==> config.mk <==
export PLATFORM = sky130hd
export DESIGN_NAME = inst_fetch_unit
export DESIGN_NICKNAME = d
export VERILOG_FILES = /design/src/rtl/inst_fetch_unit.sv
export SDC_FILE = /design/constraint.sdc
export NUM_CORES = 1
export LEC_CHECK = 0
export ABC_AREA = 1
export BUFFER_PORTS_ARGS = -buffer_cell sky130_fd_sc_hd__buf_2
export CORE_MARGIN = 4
export CORE_UTILIZATION = 35
export DETAILED_ROUTE_END_ITERATION = 12
export HOLD_SLACK_MARGIN = 0.03
export PLACE_DENSITY = 0.5
export SLEW_MARGIN = 20
export SYNTH_ARGS = -nofsm -noshare
export SYNTH_HDL_FRONTEND = slang
export SYNTH_SLANG_ARGS = --single-unit
==> constraint.sdc <==
create_clock -name clk -period 5.4 [get_ports clk]
set_input_delay 1.08 -clock clk [delete_from_list [all_inputs] [get_ports clk]]
set_output_delay 1.08 -clock clk [all_outputs]
set_load 0.01 [all_outputs]
==> src/rtl/inst_fetch_unit.sv <==
// Instruction fetch stage: owns the fetch PC, drives a 1-cycle synchronous ROM and buffers
// {pc,inst} pairs in a small FIFO for decode. Define FETCH_PERF_EN to add performance counters.
module inst_fetch_unit #(
    parameter logic [31:0] START_ADDR = 32'd0,
    parameter int          FIFO_DEPTH = 4,
    parameter int          ROM_AW     = 6
) (
    input  logic              clk,
    input  logic              reset,
    output logic              rom_en,
    output logic [ROM_AW-1:0] rom_addr,
    input  logic [31:0]       rom_rdata,
    input  logic              redirect,
    input  logic [31:0]       redirect_pc,
    output logic              out_valid,
    input  logic              out_ready,
    output logic [31:0]       out_inst,
    output logic [31:0]       out_pc,
    output logic [31:0]       fetch_pc
`ifdef FETCH_PERF_EN
    ,
    output logic [31:0]       perf_fetch_cnt,
    output logic [31:0]       perf_flush_cnt,
    output logic [31:0]       perf_stall_cnt
`endif
);

    localparam int PW = $clog2(FIFO_DEPTH);
    localparam int CW = PW + 1;
    localparam logic [PW-1:0] PTR_ONE = PW'(1);
    localparam logic [CW-1:0] CNT_ONE = CW'(1);
    localparam logic [CW-1:0] DEPTH_C = CW'(FIFO_DEPTH);

    logic [31:0]   fetch_pc_r;
    logic          inflight_r;
    logic [31:0]   tag_pc_r;
    logic [CW-1:0] count_r;
    logic [PW-1:0] wr_ptr_r;
    logic [PW-1:0] rd_ptr_r;
    logic [31:0]   mem_inst_r [FIFO_DEPTH];
    logic [31:0]   mem_pc_r   [FIFO_DEPTH];

    logic [CW-1:0] occ_s;
    logic          not_empty_s;
    logic          issue_s;
    logic          push_s;
    logic          pop_s;

    // Credit-based issue, FIFO handshake and head presentation (zero when empty).
    always_comb begin
        occ_s       = count_r + {{(CW-1){1'b0}}, inflight_r};
        not_empty_s = (count_r != {CW{1'b0}});
        issue_s     = !reset && !redirect && (occ_s < DEPTH_C);
        push_s      = inflight_r && !redirect;
        out_valid   = not_empty_s && !redirect;
        pop_s       = out_valid && out_ready;
        rom_en      = issue_s;
        rom_addr    = fetch_pc_r[ROM_AW+1:2];
        fetch_pc    = fetch_pc_r;
        if (not_empty_s) begin
            out_inst = mem_inst_r[rd_ptr_r];
            out_pc   = mem_pc_r[rd_ptr_r];
        end else begin
            out_inst = 32'd0;
            out_pc   = 32'd0;
        end
    end

    // Fetch PC, in-flight tag and FIFO bookkeeping; redirect outranks every other update.
    always_ff @(posedge clk or posedge reset) begin
        if (reset) begin
            fetch_pc_r <= START_ADDR;
            inflight_r <= 1'b0;
            tag_pc_r   <= 32'd0;
            count_r    <= {CW{1'b0}};
            wr_ptr_r   <= {PW{1'b0}};
            rd_ptr_r   <= {PW{1'b0}};
        end else if (redirect) begin
            fetch_pc_r <= redirect_pc & 32'hFFFF_FFFC;
            inflight_r <= 1'b0;
            count_r    <= {CW{1'b0}};
            wr_ptr_r   <= {PW{1'b0}};
            rd_ptr_r   <= {PW{1'b0}};
        end else begin
            inflight_r <= issue_s;
            if (issue_s) begin
                tag_pc_r   <= fetch_pc_r;
                fetch_pc_r <= fetch_pc_r + 32'd4;
            end
            if (push_s) begin
                wr_ptr_r <= wr_ptr_r + PTR_ONE;
            end
            if (pop_s) begin
                rd_ptr_r <= rd_ptr_r + PTR_ONE;
            end
            case ({push_s, pop_s})
                2'b10:   count_r <= count_r + CNT_ONE;
                2'b01:   count_r <= count_r - CNT_ONE;
                default: count_r <= count_r;
            endcase
        end
    end

    // Buffer storage; occupancy tracking above decides which entries are live.
    always_ff @(posedge clk) begin
        if (push_s) begin
            mem_inst_r[wr_ptr_r] <= rom_rdata;
            mem_pc_r[wr_ptr_r]   <= tag_pc_r;
        end
    end

`ifdef FETCH_PERF_EN
    // Free-running event counters, wrapping at 2^32.
    always_ff @(posedge clk or posedge reset) begin
        if (reset) begin
            perf_fetch_cnt <= 32'd0;
            perf_flush_cnt <= 32'd0;
            perf_stall_cnt <= 32'd0;
        end else begin
            perf_fetch_cnt <= perf_fetch_cnt + {31'd0, rom_en};
            perf_flush_cnt <= perf_flush_cnt + {31'd0, redirect};
            perf_stall_cnt <= perf_stall_cnt + {31'd0, out_valid && !out_ready};
        end
    end
`endif

endmodule

# Yosys cells after proc, flatten, opt, wreduce, memory -nomap -nowiden
# Memories as Yosys holds them, arrays and structs flattened.
# Index checks and enable logic that the tools add are counted.
word_totals:
  reg_bits: 72
  latchBits: 0
  ramBits: 256
  romBits: 0
  inputBits: 68
  output_inout_bits: 104
  wordCells: 44
  n_memories: 2
mem_list:
  columns: ["name", "words", "word_bits", "rd", "rd_clocked_by_memory_dff", "write_ports", "line_no", "source"]
  rows:
  - ["mem_inst_r", 4, 32, 1, 0, 1, "40", "logic [31:0] mem_inst_r [FIFO_DEPTH];"]
  - ["mem_pc_r", 4, 32, 1, 0, 1, "41", "logic [31:0] mem_pc_r [FIFO_DEPTH];"]
classes:
  add_sub_neg: 6
  mul: 0
  div_mod_pow: 0
  order_cmp: 1
  n_eq_ne: 2
  shift: 0
  n_mux: 13
  bitwise_logic: 1
  reduce_logical: 13
ops:
  columns: ["cell", "count"]
  rows:
  - ["$mux 32", 4]
  - ["$add 32x3->32 const B", 1]
  - ["$mux 2", 4]
  - ["$pmux 3 s2", 1]
  - ["$reduce_bool 2->1", 3]
  - ["$reduce_bool 3->1", 2]
  - ["$logic_and 1x1->1", 5]
  - ["$add 2x1->2 const B", 2]
  - ["$add 3x1->3", 1]
  - ["$add 3x1->3 const B", 1]
  - ["$lt 3x3->1 const B", 1]
  - ["$mux 1", 3]
  - ["$mux 3", 1]
  - ["$sub 3x1->3 const B", 1]
  - ["$eq 2x1->1 const B", 1]
  - ["$eq 2x2->1 const B", 1]
  - ["$logic_not 1->1", 2]
  - ["$reduce_and 2->1", 1]
  - ["$not 1->1", 1]

# Depth between registers and ports, before layout
logic_depth:
  word_depth: 6
  depth_mapped: 11
  mapped_depth_nobuf: 11

# Worst setup path after synthesis
# No wires, ideal clock.
synth_timing:
  path_kind: "input to register"
  start: "input port redirect"
  end: "memory mem_inst_r[0][0] (enable)"
  setup_time_ps: 482
  arrival_time_ps: 4261
  required_time_ps: 4918
  slack_ps: 657
  path_stages: 5
  n_path_buf: 2
  path_cell_list: "buf_2 inv_2 buf_2 nand2_1 nor2_1"
synth_via:
  elab_chain_cells: 4
synth_rtl:
  columns: ["item", "line_no", "source"]
  rows:
  - ["from (decl)", "13", "input logic redirect,"]
  - ["$logic_not 1->1", "54", "push_s = inflight_r && !redirect;"]
  - ["$logic_and 1x1->1", "54", null]
  - ["$mux 1", "106", "if (push_s) begin"]
  - ["$mux 1 (not written as such)", "107", "mem_inst_r[wr_ptr_r] <= rom_rdata;"]
  - ["to (decl)", "40", null]
# No other way between the ends.

# Worst setup path in the final report
layout_timing:
  start: "register rd_ptr_r[0]"
  end: "output port out_pc[17]"
layout_via:
  elab_chain_cells: 2
layout_rtl:
  columns: ["item", "line_no", "source"]
  rows:
  - ["from (decl)", "39", "logic [PW-1:0] rd_ptr_r;"]
  - ["from (signal assigned)", "77", "rd_ptr_r <= {PW{1'b0}};"]
  - ["from (signal assigned)", "83", "rd_ptr_r <= {PW{1'b0}};"]
  - ["from (signal assigned)", "94", "rd_ptr_r <= rd_ptr_r + PTR_ONE;"]
  - ["$mem_v2 4x32", null, null]
  - ["$mux 32", "60", "if (not_empty_s) begin"]
  - ["to (decl)", "18", "output logic [31:0] out_pc,"]
# No other way between the ends.

==> summary.txt <==
Setup path
  • Top cell by count, worst path: nor2_1
  • CP top delay family: flip-flops
  • Buffers & Inverters on Critical Path: 2
  • Crit-path cells: buf_4 > nor2_1 > nor2_1 > o21ai_0 > a21oi_1 > buf_2
  • Slowest cell on crit path: dfrtp_4
  • Slowest stage delay, CP: 1010 ps
  • Critical path class: flip-flop to output port
  • Required @ worst endpoint: 4320 ps
  • Startpoint Class: flip-flop
  • Arrival @ worst endpoint: 2970 ps
  • Max FO, Critical Path: 75
  • Worst Setup End Kind: output port

Synthesis
  • Syn Area/Cell: 10.5 um^2
  • Number of synthesized flops with an enable pin: 248
  • Sequential area share after synthesis: 68.1%
  • Syn Inst Count: 1282
  • Count of different cell masters after synthesis: 35
  • Async SR Flop Fraction: 21.5%
  • Top-area cell type share of the netlist area: 55.5%
  • Mapped Area: 0.0134 mm^2
  • Top FF cell, synth: edfxtp_1
  • Yosys warns: 0
  • Largest cells by area after synthesis: edfxtp_1 (55%), dfrtp_1 (13%), nor2_1 (8.3%)
  • Post-synth top area cell: edfxtp_1
  • Flops & latches, synth: 316

Layout
  • Commonest non-fill, non-tap cell in the layout: nor2_1
  • Layout area overhead: 18.1%
  • Commonest non-fill, non-tap cells in the layout: nor2_1 (294), edfxtp_1 (248), nand2_1 (197)
  • # fillers: 3680
  • Proportion of layout cells with a drive suffix above 1: 17.6%
  • Nets: 1504
  • Fin cells: 1968
  • Fin util: 42.0%
  • Ant. Diodes: 0

Pwr
  • Switching Share: 26.8%
  • Gate power share: 12.1%
  • Internal cell power: 0.00440 W
  • Part of the power in registers: 49.0%
  • Overall Power: 0.00602 W
  • Net Sw Power: 0.00162 W
  • Leak Pwr: 6.26 nW
  • Clock power share: 39.0%
  • Peak supply drop: 0.187 mV
  • Cell Pwr Density: 379 mW/mm^2

Global routing
  • Global-route wire length before repair: 52900 um
  • Total gr overflow: 0
  • Vias in the first global route: 9143
  • GR Util All Layers: 16.2%
  • Initial antenna violation count: 0
  • Largest net degree at the start of global routing: 82

Die
  • # IOs: 172
  • Row cnt: 71
  • Chip Height: 204 um
  • Initial Util: 35.6%
  • CORE AREA: 0.0378 mm^2
  • Chip width: 204 um
  • Die area: 0.0416 mm^2

Detailed routing
  • Initial DRC count: 532
  • DR WL/cell: 17.2 um
  • DRT Wirelength: 33900 um
  • Antenna viol nets, final: 0
  • DR DRC count: 0
  • Via count: 9311
  • Drt first pass iters: 5
  • Drt via density: 4.73

Run
  • Max Cap Viol: 0

Status
  • Status: complete, no violations

Place
  • Hpwl dp: 20100 um
  • Port bufs: 165
  • Global placement routability congestion: 0.874
  • Cell count after placement: 1902
  • Place WS: 1680 ps

STA
  • Max-slew headroom: 38.8%
  • Fin crit period: 4050 ps
  • Final Slew Violations: 0
  • Hold Violations, Final: 0
  • FMAX: 0.247 GHz
  • Setup WS post-layout: 1350 ps
  • Setup TNS: 0 ps
  • Setup Viol. Count Final: 0
  • Worst-margin pin slew: 916 ps
  • Max Clock Skew: 19.3 ps
  • RSZ-0062 raised after global routing: false
  • Tcrit/Tclk final: 75.0%

Clocking
  • Clock buffer depth: 3
  • H-tree depth: 2
  • Clock Sink Count: 316
  • Clk slew on worst S/H paths: 60 ps
  • Worst-skew pair later-pin latency: 520 ps
  • Cells resized by post-CTS repair: 0
  • Hold_buf cts: 0
  • CTS root buffer: clkbuf_16
  • Clock tree from TritonCTS: yes
  • Total setup buffers inserted after CTS: 0
  • CTS buffer count: 37

Worst hold path
  • Hold Crit Class: flip-flop to flip-flop
[flip-flops by register name, indices dropped and copies added, names as in the netlist]
register    count
count_r         3
inflight_r      1
fetch_pc       30
mem_inst_r    128
mem_pc_r      120
rd_ptr_r        2
tag_pc_r       30
wr_ptr_r        2
[cells in the mapped netlist, types with 3 or more instances]
library cell and instances:
nor2_1 298, edfxtp_1 248, nand2_1 197, o21ai_0 146, dfrtp_1 68, inv_1 63
a21oi_1 62, nand3_1 54, o21ai_1 28, buf_2 24, clkbuf_1 23, buf_4 18
o211ai_1 7, inv_2 6, buf_1 5, ha_1 5, nand4_1 4, nand2_2 3
nor2_2 3, xor2_1 3
[cell type report]
class                      count  area [um^2]  area share, %
multi-input combinational    825         3670           23.2
inverter                      72          275           1.74
clock inverter                20          130          0.821
sequential                   316         9150           57.7
clock buffer                  46         1010           6.38
timing repair buffer         178          973           6.14
tap                          511          639           4.03
[final timing paths]
check / endpoint / startpoint / slack [ps] / cells after the start
min in group asynchronous: fetch_pc[9] / reset / 700 / 2
max in group asynchronous: tag_pc_r[25] / reset / 3730 / 3
max reg2reg: mem_inst_r[1][29] / inflight_r / 3230 / 3
min: mem_pc_r[2][21] / tag_pc_r[21] / 530 / 0
max: out_pc[17] / rd_ptr_r[0] / 1350 / 6
min reg2reg: mem_pc_r[2][21] / tag_pc_r[21] / 530 / 0
[per-stage QoR]
step           hold WS (ps)  instance area (um^2)
6_report                531                 15900
5_1_grt                 531                 15900
4_1_cts                 526                 15900
3_5_place_dp            520                 14700
3_3_place_gp            504                 14700
2_1_floorplan           476                 13400
[routing by layer]
| layer | vias up | track usage, % | routed length (um) |
|---|---|---|---|
| met4 | 0 | 4.17 | 680 |
| met1 | 4370 | 23.6 | 16200 |
| met5 | - | 0 | 0 |
| met3 | 49 | 2.87 | 1850 |
| met2 | 245 | 25.3 | 15200 |
| li1 | 4647 | - | - |
[kinds of logic (layout without fill, tap and decap cells)]
logic type	after synthesis	in the layout	share of synthesized area (%)
AO/OA/AOI/OAI	245	245	9.29
XOR/XNOR	3	3	0.196
adder cells (fa/ha/maj)	6	6	0.615
buffers and inverters	144	316	4.84
flip-flops	316	316	68.1
other	1	4	0.0279
AND/OR/NAND/NOR	567	567	16.9
[power by group through the flow]
stage               clock (W)  sequential, W  combinational (W)
floorplan                   0        0.00293           0.000472
global placement            0        0.00299           0.000735
detailed placement          0        0.00300           0.000742
CTS                   0.00240        0.00295           0.000746
global route          0.00251        0.00297           0.000830
finish                0.00234        0.00295           0.000726
Power figures use the tool's default switching activity.
